**config.mk**
```make
export PLATFORM = sky130hd
export DESIGN_NAME = nasti_dma_scheduler
export DESIGN_NICKNAME = d
export VERILOG_FILES = /design/src/rtl/nasti_dma_pkg.sv /design/src/rtl/nasti_rr_arbiter.sv /design/src/rtl/nasti_dma_scheduler.sv
export SDC_FILE = /design/constraint.sdc
export NUM_CORES = 1
export LEC_CHECK = 0
export CORE_AREA = 5 5 395 397
export DETAILED_ROUTE_END_ITERATION = 7
export DIE_AREA = 0 0 400 402
export DONT_BUFFER_PORTS = 1
export SETUP_SLACK_MARGIN = 0.2
export SLEW_MARGIN = 20
export SYNTH_ARGS = -nofsm -noshare
export SYNTH_HDL_FRONTEND = slang
export SYNTH_SLANG_ARGS = --single-unit
```
**constraint.sdc**
```tcl
create_clock -name aclk -period 3.1 [get_ports aclk]
set_input_delay 0.62 -clock aclk [delete_from_list [all_inputs] [get_ports aclk]]
set_output_delay 0.62 -clock aclk [all_outputs]
set_load 0.02 [all_outputs]
```
**src/rtl/nasti_dma_pkg.sv**
```systemverilog
// Shared types for the DMA scheduler: FSM states, latched descriptor and the
// descriptor validity rule (non-zero length, whole mover beats only).
package nasti_dma_pkg;

   localparam int MAX_AW = 64;

   typedef enum logic [2:0] {
      ST_IDLE,
      ST_ISSUE,
      ST_WAIT_START,
      ST_WAIT_DONE,
      ST_RESP
   } dma_state_t;

   typedef struct packed {
      logic [MAX_AW-1:0] src;
      logic [MAX_AW-1:0] dest;
      logic [MAX_AW-1:0] len;
   } dma_desc_t;

   // bytes is the mover beat size and must be a power of two
   function automatic logic desc_ok(input logic [MAX_AW-1:0] len, input int unsigned bytes);
      logic [MAX_AW-1:0] mask;
      mask = MAX_AW'(bytes - 1);
      return (len != '0) && ((len & mask) == '0);
   endfunction

endpackage

```
**src/rtl/nasti_rr_arbiter.sv**
```systemverilog
// Combinational round-robin arbiter: lowest requesting index at or after ptr
// wins; one-hot grant plus its index, all zero when en is low.
module nasti_rr_arbiter #(
   parameter int N = 4,
   localparam int IW = $clog2(N)
) (
   input  logic [N-1:0]  req,
   input  logic [IW-1:0] ptr,
   input  logic          en,
   output logic [N-1:0]  gnt,
   output logic [IW-1:0] gnt_idx
);

   logic found;
   int   idx;

   always_comb begin
      gnt     = '0;
      gnt_idx = '0;
      found   = 1'b0;
      idx     = 0;
      if (en) begin
         for (int i = 0; i < N; i++) begin
            idx = (int'(ptr) + i) % N;
            if (!found && req[idx]) begin
               found        = 1'b1;
               gnt[idx]     = 1'b1;
               gnt_idx      = IW'(idx);
            end
         end
      end
   end

endmodule

```
**src/rtl/nasti_dma_scheduler.sv**
```systemverilog
// Shares one data mover among NUM_REQ requesters: round-robin grant in IDLE, mover start,
// done tracking with a start timeout, and a one-cycle completion pulse to the owner.
module nasti_dma_scheduler
   import nasti_dma_pkg::*;
#(
   parameter int NUM_REQ       = 4,
   parameter int ADDR_WIDTH    = 64,
   parameter int DATA_WIDTH    = 64,
   parameter int START_TIMEOUT = 15
) (
   input  logic                            aclk,
   input  logic                            areset,
   input  logic [NUM_REQ-1:0]              req_valid,
   output logic [NUM_REQ-1:0]              req_ready,
   input  logic [NUM_REQ*ADDR_WIDTH-1:0]   req_src,
   input  logic [NUM_REQ*ADDR_WIDTH-1:0]   req_dest,
   input  logic [NUM_REQ*ADDR_WIDTH-1:0]   req_len,
   output logic [NUM_REQ-1:0]              cmp_valid,
   output logic                            cmp_err,
   output logic [ADDR_WIDTH-1:0]           mv_src_addr,
   output logic [ADDR_WIDTH-1:0]           mv_dest_addr,
   output logic [ADDR_WIDTH-1:0]           mv_length,
   output logic                            mv_en,
   input  logic                            mv_done,
   output logic                            busy,
   output logic [$clog2(NUM_REQ)-1:0]      cur_owner,
   output logic [31:0]                     done_count
);

   localparam int IW    = $clog2(NUM_REQ);
   localparam int BYTES = DATA_WIDTH / 8;
   localparam int TW    = $clog2(START_TIMEOUT + 1);

   dma_state_t           state_q;
   dma_desc_t            desc_q;
   dma_desc_t            sel_desc;
   logic [IW-1:0]        owner_q;
   logic [IW-1:0]        rr_ptr_q;
   logic [IW-1:0]        rr_ptr_d;
   logic [IW-1:0]        gnt_idx;
   logic [NUM_REQ-1:0]   gnt;
   logic [NUM_REQ-1:0]   owner_oh;
   logic [NUM_REQ-1:0]   cmp_valid_q;
   logic                 cmp_err_q;
   logic                 err_q;
   logic                 mv_en_q;
   logic [TW-1:0]        tcnt_q;
   logic [TW-1:0]        tcnt_d;
   logic [31:0]          done_count_q;
   logic [31:0]          done_count_d;
   logic                 arb_en;
   logic                 accept;

   // A mover still busy from before reset (mv_done low) blocks new grants
   assign arb_en = (state_q == ST_IDLE) && mv_done;

   nasti_rr_arbiter #(.N(NUM_REQ)) u_arb (
      .req     (req_valid),
      .ptr     (rr_ptr_q),
      .en      (arb_en),
      .gnt     (gnt),
      .gnt_idx (gnt_idx)
   );

   always_comb begin
      sel_desc      = '0;
      sel_desc.src  = MAX_AW'(req_src [int'(gnt_idx)*ADDR_WIDTH +: ADDR_WIDTH]);
      sel_desc.dest = MAX_AW'(req_dest[int'(gnt_idx)*ADDR_WIDTH +: ADDR_WIDTH]);
      sel_desc.len  = MAX_AW'(req_len [int'(gnt_idx)*ADDR_WIDTH +: ADDR_WIDTH]);
      rr_ptr_d      = (gnt_idx == IW'(NUM_REQ - 1)) ? '0 : gnt_idx + IW'(1);
      tcnt_d        = tcnt_q + TW'(1);
      done_count_d  = done_count_q + 32'd1;
      owner_oh      = NUM_REQ'(1) << owner_q;
      accept        = |gnt;
   end

   always_ff @(posedge aclk) begin
      if (areset) begin
         state_q      <= ST_IDLE;
         desc_q       <= '0;
         owner_q      <= '0;
         rr_ptr_q     <= '0;
         tcnt_q       <= '0;
         err_q        <= 1'b0;
         done_count_q <= '0;
         mv_en_q      <= 1'b0;
         cmp_valid_q  <= '0;
         cmp_err_q    <= 1'b0;
      end else begin
         mv_en_q     <= 1'b0;
         cmp_valid_q <= '0;
         cmp_err_q   <= 1'b0;
         case (state_q)
            ST_IDLE: begin
               if (accept) begin
                  desc_q   <= sel_desc;
                  owner_q  <= gnt_idx;
                  rr_ptr_q <= rr_ptr_d;
                  if (desc_ok(sel_desc.len, BYTES)) begin
                     state_q <= ST_ISSUE;
                     mv_en_q <= 1'b1;
                  end else begin
                     state_q     <= ST_RESP;
                     err_q       <= 1'b1;
                     cmp_valid_q <= gnt;
                     cmp_err_q   <= 1'b1;
                  end
               end
            end
            ST_ISSUE: begin
               err_q   <= 1'b0;
               tcnt_q  <= '0;
               state_q <= ST_WAIT_START;
            end
            ST_WAIT_START: begin
               if (!mv_done) begin
                  state_q <= ST_WAIT_DONE;
               end else begin
                  tcnt_q <= tcnt_d;
                  if (tcnt_d == TW'(START_TIMEOUT)) begin
                     err_q       <= 1'b1;
                     state_q     <= ST_RESP;
                     cmp_valid_q <= owner_oh;
                     cmp_err_q   <= 1'b1;
                  end
               end
            end
            ST_WAIT_DONE: begin
               if (mv_done) begin
                  state_q     <= ST_RESP;
                  cmp_valid_q <= owner_oh;
                  cmp_err_q   <= err_q;
               end
            end
            ST_RESP: begin
               if (!err_q) begin
                  done_count_q <= done_count_d;
               end
               tcnt_q  <= '0;
               state_q <= ST_IDLE;
            end
            default: state_q <= ST_IDLE;
         endcase
      end
   end

   assign req_ready    = gnt;
   assign cmp_valid    = cmp_valid_q;
   assign cmp_err      = cmp_err_q;
   assign mv_en        = mv_en_q;
   assign mv_src_addr  = desc_q.src[ADDR_WIDTH-1:0];
   assign mv_dest_addr = desc_q.dest[ADDR_WIDTH-1:0];
   assign mv_length    = desc_q.len[ADDR_WIDTH-1:0];
   assign busy         = (state_q != ST_IDLE);
   assign cur_owner    = owner_q;
   assign done_count   = done_count_q;

endmodule

```
* Yosys cells after proc, flatten, opt, wreduce, memory -nomap -nowiden *
Cells that the tools add are included.

word-level totals
  bits in registers = 242
  bits in latches = 0
  memory bits (writable) = 0
  bits in read-only memories = 0
  output and inout bits = 237
  memories kept = 0

operators by class
  add/subtract/negate cells = 6
  multipliers = 0
  divide/modulo/power cells = 0
  $lt $le $gt $ge = 8
  equality and inequality tests = 12
  shifts and indexed selects = 4
  mux-type cells = 65
  bitwise gates (word level) = 9
  reductions and logical operators = 29

operators by type and width
  cell                                                                                 number
  256-bit by 9-bit indexed part select with 64-bit output                              3
  64-bit logical NOT                                                                   1
  64-bit nonzero test                                                                  1
  4-bit 2-to-1 mux                                                                     14
  32-bit by 1-bit adder with 32-bit output, second input constant                      1
  1-bit 2-to-1 mux                                                                     27
  3-bit 2-to-1 mux                                                                     5
  3-bit by 4-bit less-than comparator with 1-bit output, second input constant         3
  2-bit 2-to-1 mux                                                                     6
  4-bit OR                                                                             3
  3-bit one-hot mux with 4 select lines                                                1
  4-bit one-hot mux with 3 select lines                                                1
  2-bit inequality test, second input constant                                         5
  3-bit by 1-bit greater-or-equal comparator with 1-bit output, second input constant  3
  1-bit logical AND                                                                    9
  1-bit binary-select mux with 2-bit select                                            4
  1-bit demux with 2-bit select                                                        4
  4-bit one-hot mux with 2 select lines                                                1
  2-bit OR reduction                                                                   4
  3-bit by 2-bit == test with 1-bit output, second input constant                      2
  1-bit one-hot mux with 3 select lines                                                2
  2-bit AND reduction                                                                  3
  3-bit nonzero test                                                                   2
  5-bit AND reduction                                                                  1
  19 further kinds                                                                     27

* Longest topological paths before layout *
  depth in word-level cells = 23
  mapped depth = 15
  depth with buffers taken out = 11

* Hierarchy *
From an unflattened synthesis, not the netlist that was laid out.

unflattened totals
  cells, all modules = 1423
  area, all modules = 13934.6 um^2

by module, submodules not included
  module               times used  cells an instance  area each (um^2)  sequential area each (um^2)
  nasti_dma_scheduler  1           1347               13377.8           4844.6
  nasti_rr_arbiter     1           76                 556.8             0.0

* Worst setup path after synthesis *
No wires, ideal clock.

  path kind = reg2reg
  start = register rr_ptr_q[0]
  end = register desc_q, in the netlist mv_length[43]
  library setup time = 0.070 ns
  data arrival time = 3.672 ns
  data required time = 3.030 ns
  path slack = -0.643 ns
  cell stages (with the launch flop) = 15
  path buffers = 5
  clock period less this slack = 3.743 ns
  cell sequence = dfxtp_1 -> buf_2 -> inv_1 -> ha_1 -> clkbuf_1 -> mux4_2 -> nor2b_4 -> a221oi_1 -> o32ai_1 -> or4_1 -> clkbuf_1 -> buf_4 -> buf_4 -> nand3_1 -> a21oi_1

between the ends
  word-level cells in the longest chain between the ends = 18
  elaborated cells on any way between the ends = 71
  classes of those cells = add/sub: 3; order compare: 8; shift: 1; mux: 38; bitwise: 6; reduce/logical: 15

RTL lines
  item                                                                                                        RTL line                                        RTL
  start: declaration                                                                                          nasti_dma_scheduler.sv:38                       logic [IW-1:0] rr_ptr_q;
  start signal: assignment                                                                                    nasti_dma_scheduler.sv:98                       rr_ptr_q <= rr_ptr_d;
  2-bit by 1-bit adder with 2-bit output / 1-bit binary-select mux with 2-bit select (equally long branches)  nasti_rr_arbiter.sv:24, nasti_rr_arbiter.sv:25
  2-bit OR reduction (no line) / 1-bit 2-to-1 mux (equally long branches)                                     --
  1-bit bitwise AND (no line) / 1-bit 2-to-1 mux (equally long branches)                                      --
  3-bit by 4-bit less-than comparator with 1-bit output (implied by the code), or another cell as far along   nasti_rr_arbiter.sv:27                          gnt[idx] = 1'b1;
  1-bit logical AND (implied by the code) / 1-bit logical NOT (equally long branches)                         nasti_rr_arbiter.sv:27, nasti_rr_arbiter.sv:25
  1-bit 2-to-1 mux (implied by the code) / 1-bit logical AND (equally long branches)                          nasti_rr_arbiter.sv:27, nasti_rr_arbiter.sv:25
  1-bit demux with 2-bit select / 1-bit 2-to-1 mux (equally long branches)                                    --
  4-bit OR (no line) / 1-bit 2-to-1 mux (equally long branches)                                               --
  (+3 left out)                                                                                               --
  4-bit 2-to-1 mux / 1-bit 2-to-1 mux (equally long branches)                                                 nasti_rr_arbiter.sv:25, nasti_rr_arbiter.sv:22
  4-bit 2-to-1 mux / 1-bit logical NOT (equally long branches)                                                nasti_rr_arbiter.sv:22, nasti_rr_arbiter.sv:25
  4-bit OR (no line) / 1-bit logical AND (equally long branches)                                              --
  4-bit 2-to-1 mux (*)                                                                                        nasti_rr_arbiter.sv:25                          if (!found && req[idx]) begin
  4-bit 2-to-1 mux (*)                                                                                        nasti_rr_arbiter.sv:22                          if (en) begin
  named net req_ready[1]                                                                                      nasti_dma_scheduler.sv:14                       output logic [NUM_REQ-1:0] req_ready,
  4-bit OR reduction (*)                                                                                      nasti_dma_scheduler.sv:74                       accept = |gnt;
  2-bit AND reduction (no line) (*)                                                                           --
  end signal: assignment                                                                                      nasti_dma_scheduler.sv:96                       desc_q <= sel_desc;
  end: declaration                                                                                            nasti_dma_scheduler.sv:35                       dma_desc_t desc_q;

Mark *: on every way through the listed nets, which the timed path passes. The rest lies on a longest branch. The select of a mux whose other input is x is not followed.
A chain may end at the register's enable or synchronous reset.

* Final worst setup path *
  start = register rr_ptr_q[0]
  end = register desc_q, in the netlist mv_src_addr[26]

between the ends
  word-level cells in the longest chain between the ends = 18
  elaborated cells on any way between the ends = 71
  classes of those cells = add/sub: 3; order compare: 8; shift: 1; mux: 38; bitwise: 6; reduce/logical: 15

RTL lines
  item
  parallel branches: the longest is 18 deep, another holds 2-bit by 1-bit adder with 2-bit output

Parallel ways; which one is timed is not known. The select of a mux whose other input is x is not followed.

==> flow_summary_export.csv <==
group,metric,value,unit
run,drv_cap,0,
synth,synthArstFlopShare,0,%
cts,htree_levels,2,
power,p_sw,13630,uW
setup_path,cp-start-kind,"register",
cts,tritoncts,"built",
grt,grt_pass1_vias,19010,
detailed_routing,drt_iter0_drc,2286,
setup_path,end_kind,"register",
power,p_int,13440,uW
setup_path,cp.required,3560,ps
layout,final_cell_mix,"932 x nand2_1, 555 x nand3_1, 240 x dfxtp_1",
sta,hold_viol_final,0,
floorplanning,initial_utilization,10.28,%
synth,ys_types,63,
setup_path,critical_path_class,"reg2reg",
grt,grt_first_pass_wirelength,176.7,mm
synth,synth_cells,2535,
status,violations,"setup timing",
grt,grtUsageTotal,15.96,%
cts,cts.sinks,242,
power,p_seq_share,22.6,%
synth,avgSynthCellArea,6.148,sq um
sta,holdWs,118.9,ps
floorplanning,die-area,160800,sq um
cts,cts_buffers,36,
layout,layout.nets,3434,
setup_path,rrSetupSlack,-260,ps
power,power_frac_clock,17.1,%
placed_design,place_ws,-367.3,ps
synth,ys_seq_elements,242,
power,p_sw_share,50.34,%
layout,final_common_cell,"nand2_1",
sta,fmaxAchievable,0.2974,GHz
worst_hold_path,min_path_type,"in2reg",
power,ir_drop,0.6773,mV
detailed_routing,num_vias,20590,
detailed_routing,ant_nets,0,
synth,syn_area,15590,sq um
layout,n_fill_cell,17620,
sta,fin_crit,3363,ps
status,status,"complete, but fails checks",
grt,grt_max_degree,236,
detailed_routing,viasPerCell,4.365,
grt,antenna_found_initial,40,
power,power.leakage,0.008549,uW
synth,synth-edff-count,0,
floorplanning,rows,143,
power,total_power,27070,uW
detailed_routing,wirelength,140.9,mm
synth,synthFlopType,"dfxtp_1",
setup_path,critPathMaxFanout,41,
detailed_routing,avgRoutedWirePerCell,29.86,um
floorplanning,die_x,400,um
cts,clk_pin_slew_worst_paths,60,ps
layout,area_delta_synth_final,43.99,%
grt,grt-ovfl-total,0,
sta,skew,21.39,ps
floorplanning,die_h,402,um
detailed_routing,first_pass_iters,6,
setup_path,critPathArrivalTime,3820,ps
power,pwr-share-comb,60.2,%
synth,ys.warnings.count,0,
sta,setup_slack,-262.7,ps
cts,root_buffer,"clkbuf_16",
cts,cts.path.max_buffers,3,
detailed_routing,drc,0,
sta,setup_viol,209,
placed_design,gp_congestion,1.031,
floorplanning,io_pins,1012,
sta,relSlewSlack,37.42,%
cts,insertion_delay,570,ps
power,p_per_area,1206,nW/um^2
floorplanning,core_area,151500,sq um
sta,rsz0062_at_grt,"true",
synth,yosysSeqAreaShare,31.08,%
layout,drive_gt1_share,18.03,%
layout,fin_util,14.81,%
synth,synth.net_count,3321,
sta,worst_pin_slew,930.1,ps
sta,post-route-period-util,108.5,%
placed_design,dpl.hpwl,112.4,mm
sta,maxSlewViolCount,0,
placed_design,portBuffers,0,
-- registers in the layout (all words and copies together) (netlist names) --
register / flops
mv_length: 64
mv_dest_addr: 64
rr_ptr_q: 2
mv_en: 1
state_q: 3
cur_owner: 2
tcnt_q: 4
cmp_err: 1
cmp_valid: 4
done_count: 32
mv_src_addr: 64
err_q: 1
-- area by class of cell --
class | count | area, sq um | share of cell area, %
antenna | 13 | 32.53 | 0.1450
clock inverter | 18 | 239.0 | 1.065
multi-input combinational | 2077 | 10520 | 46.89
inverter | 9 | 37.54 | 0.1673
clock buffer | 46 | 1040 | 4.633
timing repair buffer | 282 | 3181 | 14.17
sequential | 242 | 4850 | 21.61
tap | 2030 | 2540 | 11.32
-- metrics by stage --
stage | setup TNS (ps) | cell area, sq um | cells
after floorplan | -14250 | 15780 | 2535
after global placement | -24950 | 19450 | 4586
after detailed placement | -30020 | 19450 | 4586
after CTS | -17830 | 21620 | 4688
after global routing | -52630 | 22430 | 4710
final | -32290 | 22440 | 4717
-- worst max-delay path, cell delays in order, from the launching register on --
cell and delay [ps]:
dfxtp_4 390, clkinvlp_4 110, ha_4 290, mux4_2 350
buf_6 170, a221oi_4 320, o32ai_4 140, buf_4 140
or4_4 550, buf_12 190, buf_6 250, nand3_1 130
a21oi_1 90
-- power groups by stage --
stage / registers [uW] / logic (uW) / clock network [uW]
2_1_floorplan: 5370 / 6920 / 0
3_3_place_gp: 6220 / 12000 / 0
3_5_place_dp: 6200 / 12100 / 0
4_1_cts: 6150 / 14300 / 4840
5_1_grt: 6250 / 17300 / 4930
6_report: 6120 / 16300 / 4640
-- routing by layer --
metal	wire [um]	GRT usage, %
met1	54790	19.44
met4	6876	6.469
met5	118	0
met3	16880	6.645
met2	62190	24.82
-- final timing paths --
path,start,endpoint,cells past startpoint
worst max-delay path,rr_ptr_q[0]$_SDFFE_PP0P_,mv_src_addr[26]$_SDFFE_PP0P_,12
worst min register to register,tcnt_q[3]$_SDFFE_PP0P_,tcnt_q[3]$_SDFFE_PP0P_,2
worst max register to register,rr_ptr_q[0]$_SDFFE_PP0P_,mv_src_addr[26]$_SDFFE_PP0P_,12
worst min-delay path,areset,mv_dest_addr[24]$_SDFFE_PP0P_,1
-- Yosys cell counts (18+ instances only) --
library cell	n	area, sq um
nor3_1	20	100.1
o21ai_0	19	95.09
clkbuf_1	155	581.8
xor2_1	21	183.9
buf_2	31	155.2
nand2_1	965	3622
nor2_1	60	225.2
a21oi_1	218	1091
nand3_1	567	2838
dfxtp_1	242	4845
nor4_1	41	256.5
buf_4	20	150.1
nand4_1	18	112.6
-- repair_timing --
item                                    CTS  global route
gates resized for setup                  77           135
setup buffers                            27             5
hold buffers                              0             0
hold endpoints to repair                  0             0
gates cloned                             11            11
endpoints found under the setup margin  209           211
pin swaps                                16            34
-- kinds of logic after synthesis --
logic type,count (synthesis),synth area share (%)
xor gates and xnor gates,28,1.573
DFF,242,31.08
adders and majority gates,11,0.8830
and+or+nand+nor,1726,48.38
AOI/OAI and AO/OA,291,10.50
buffers and inverters,217,5.956
muxes,20,1.622
(Power assumes the default switching activity.)
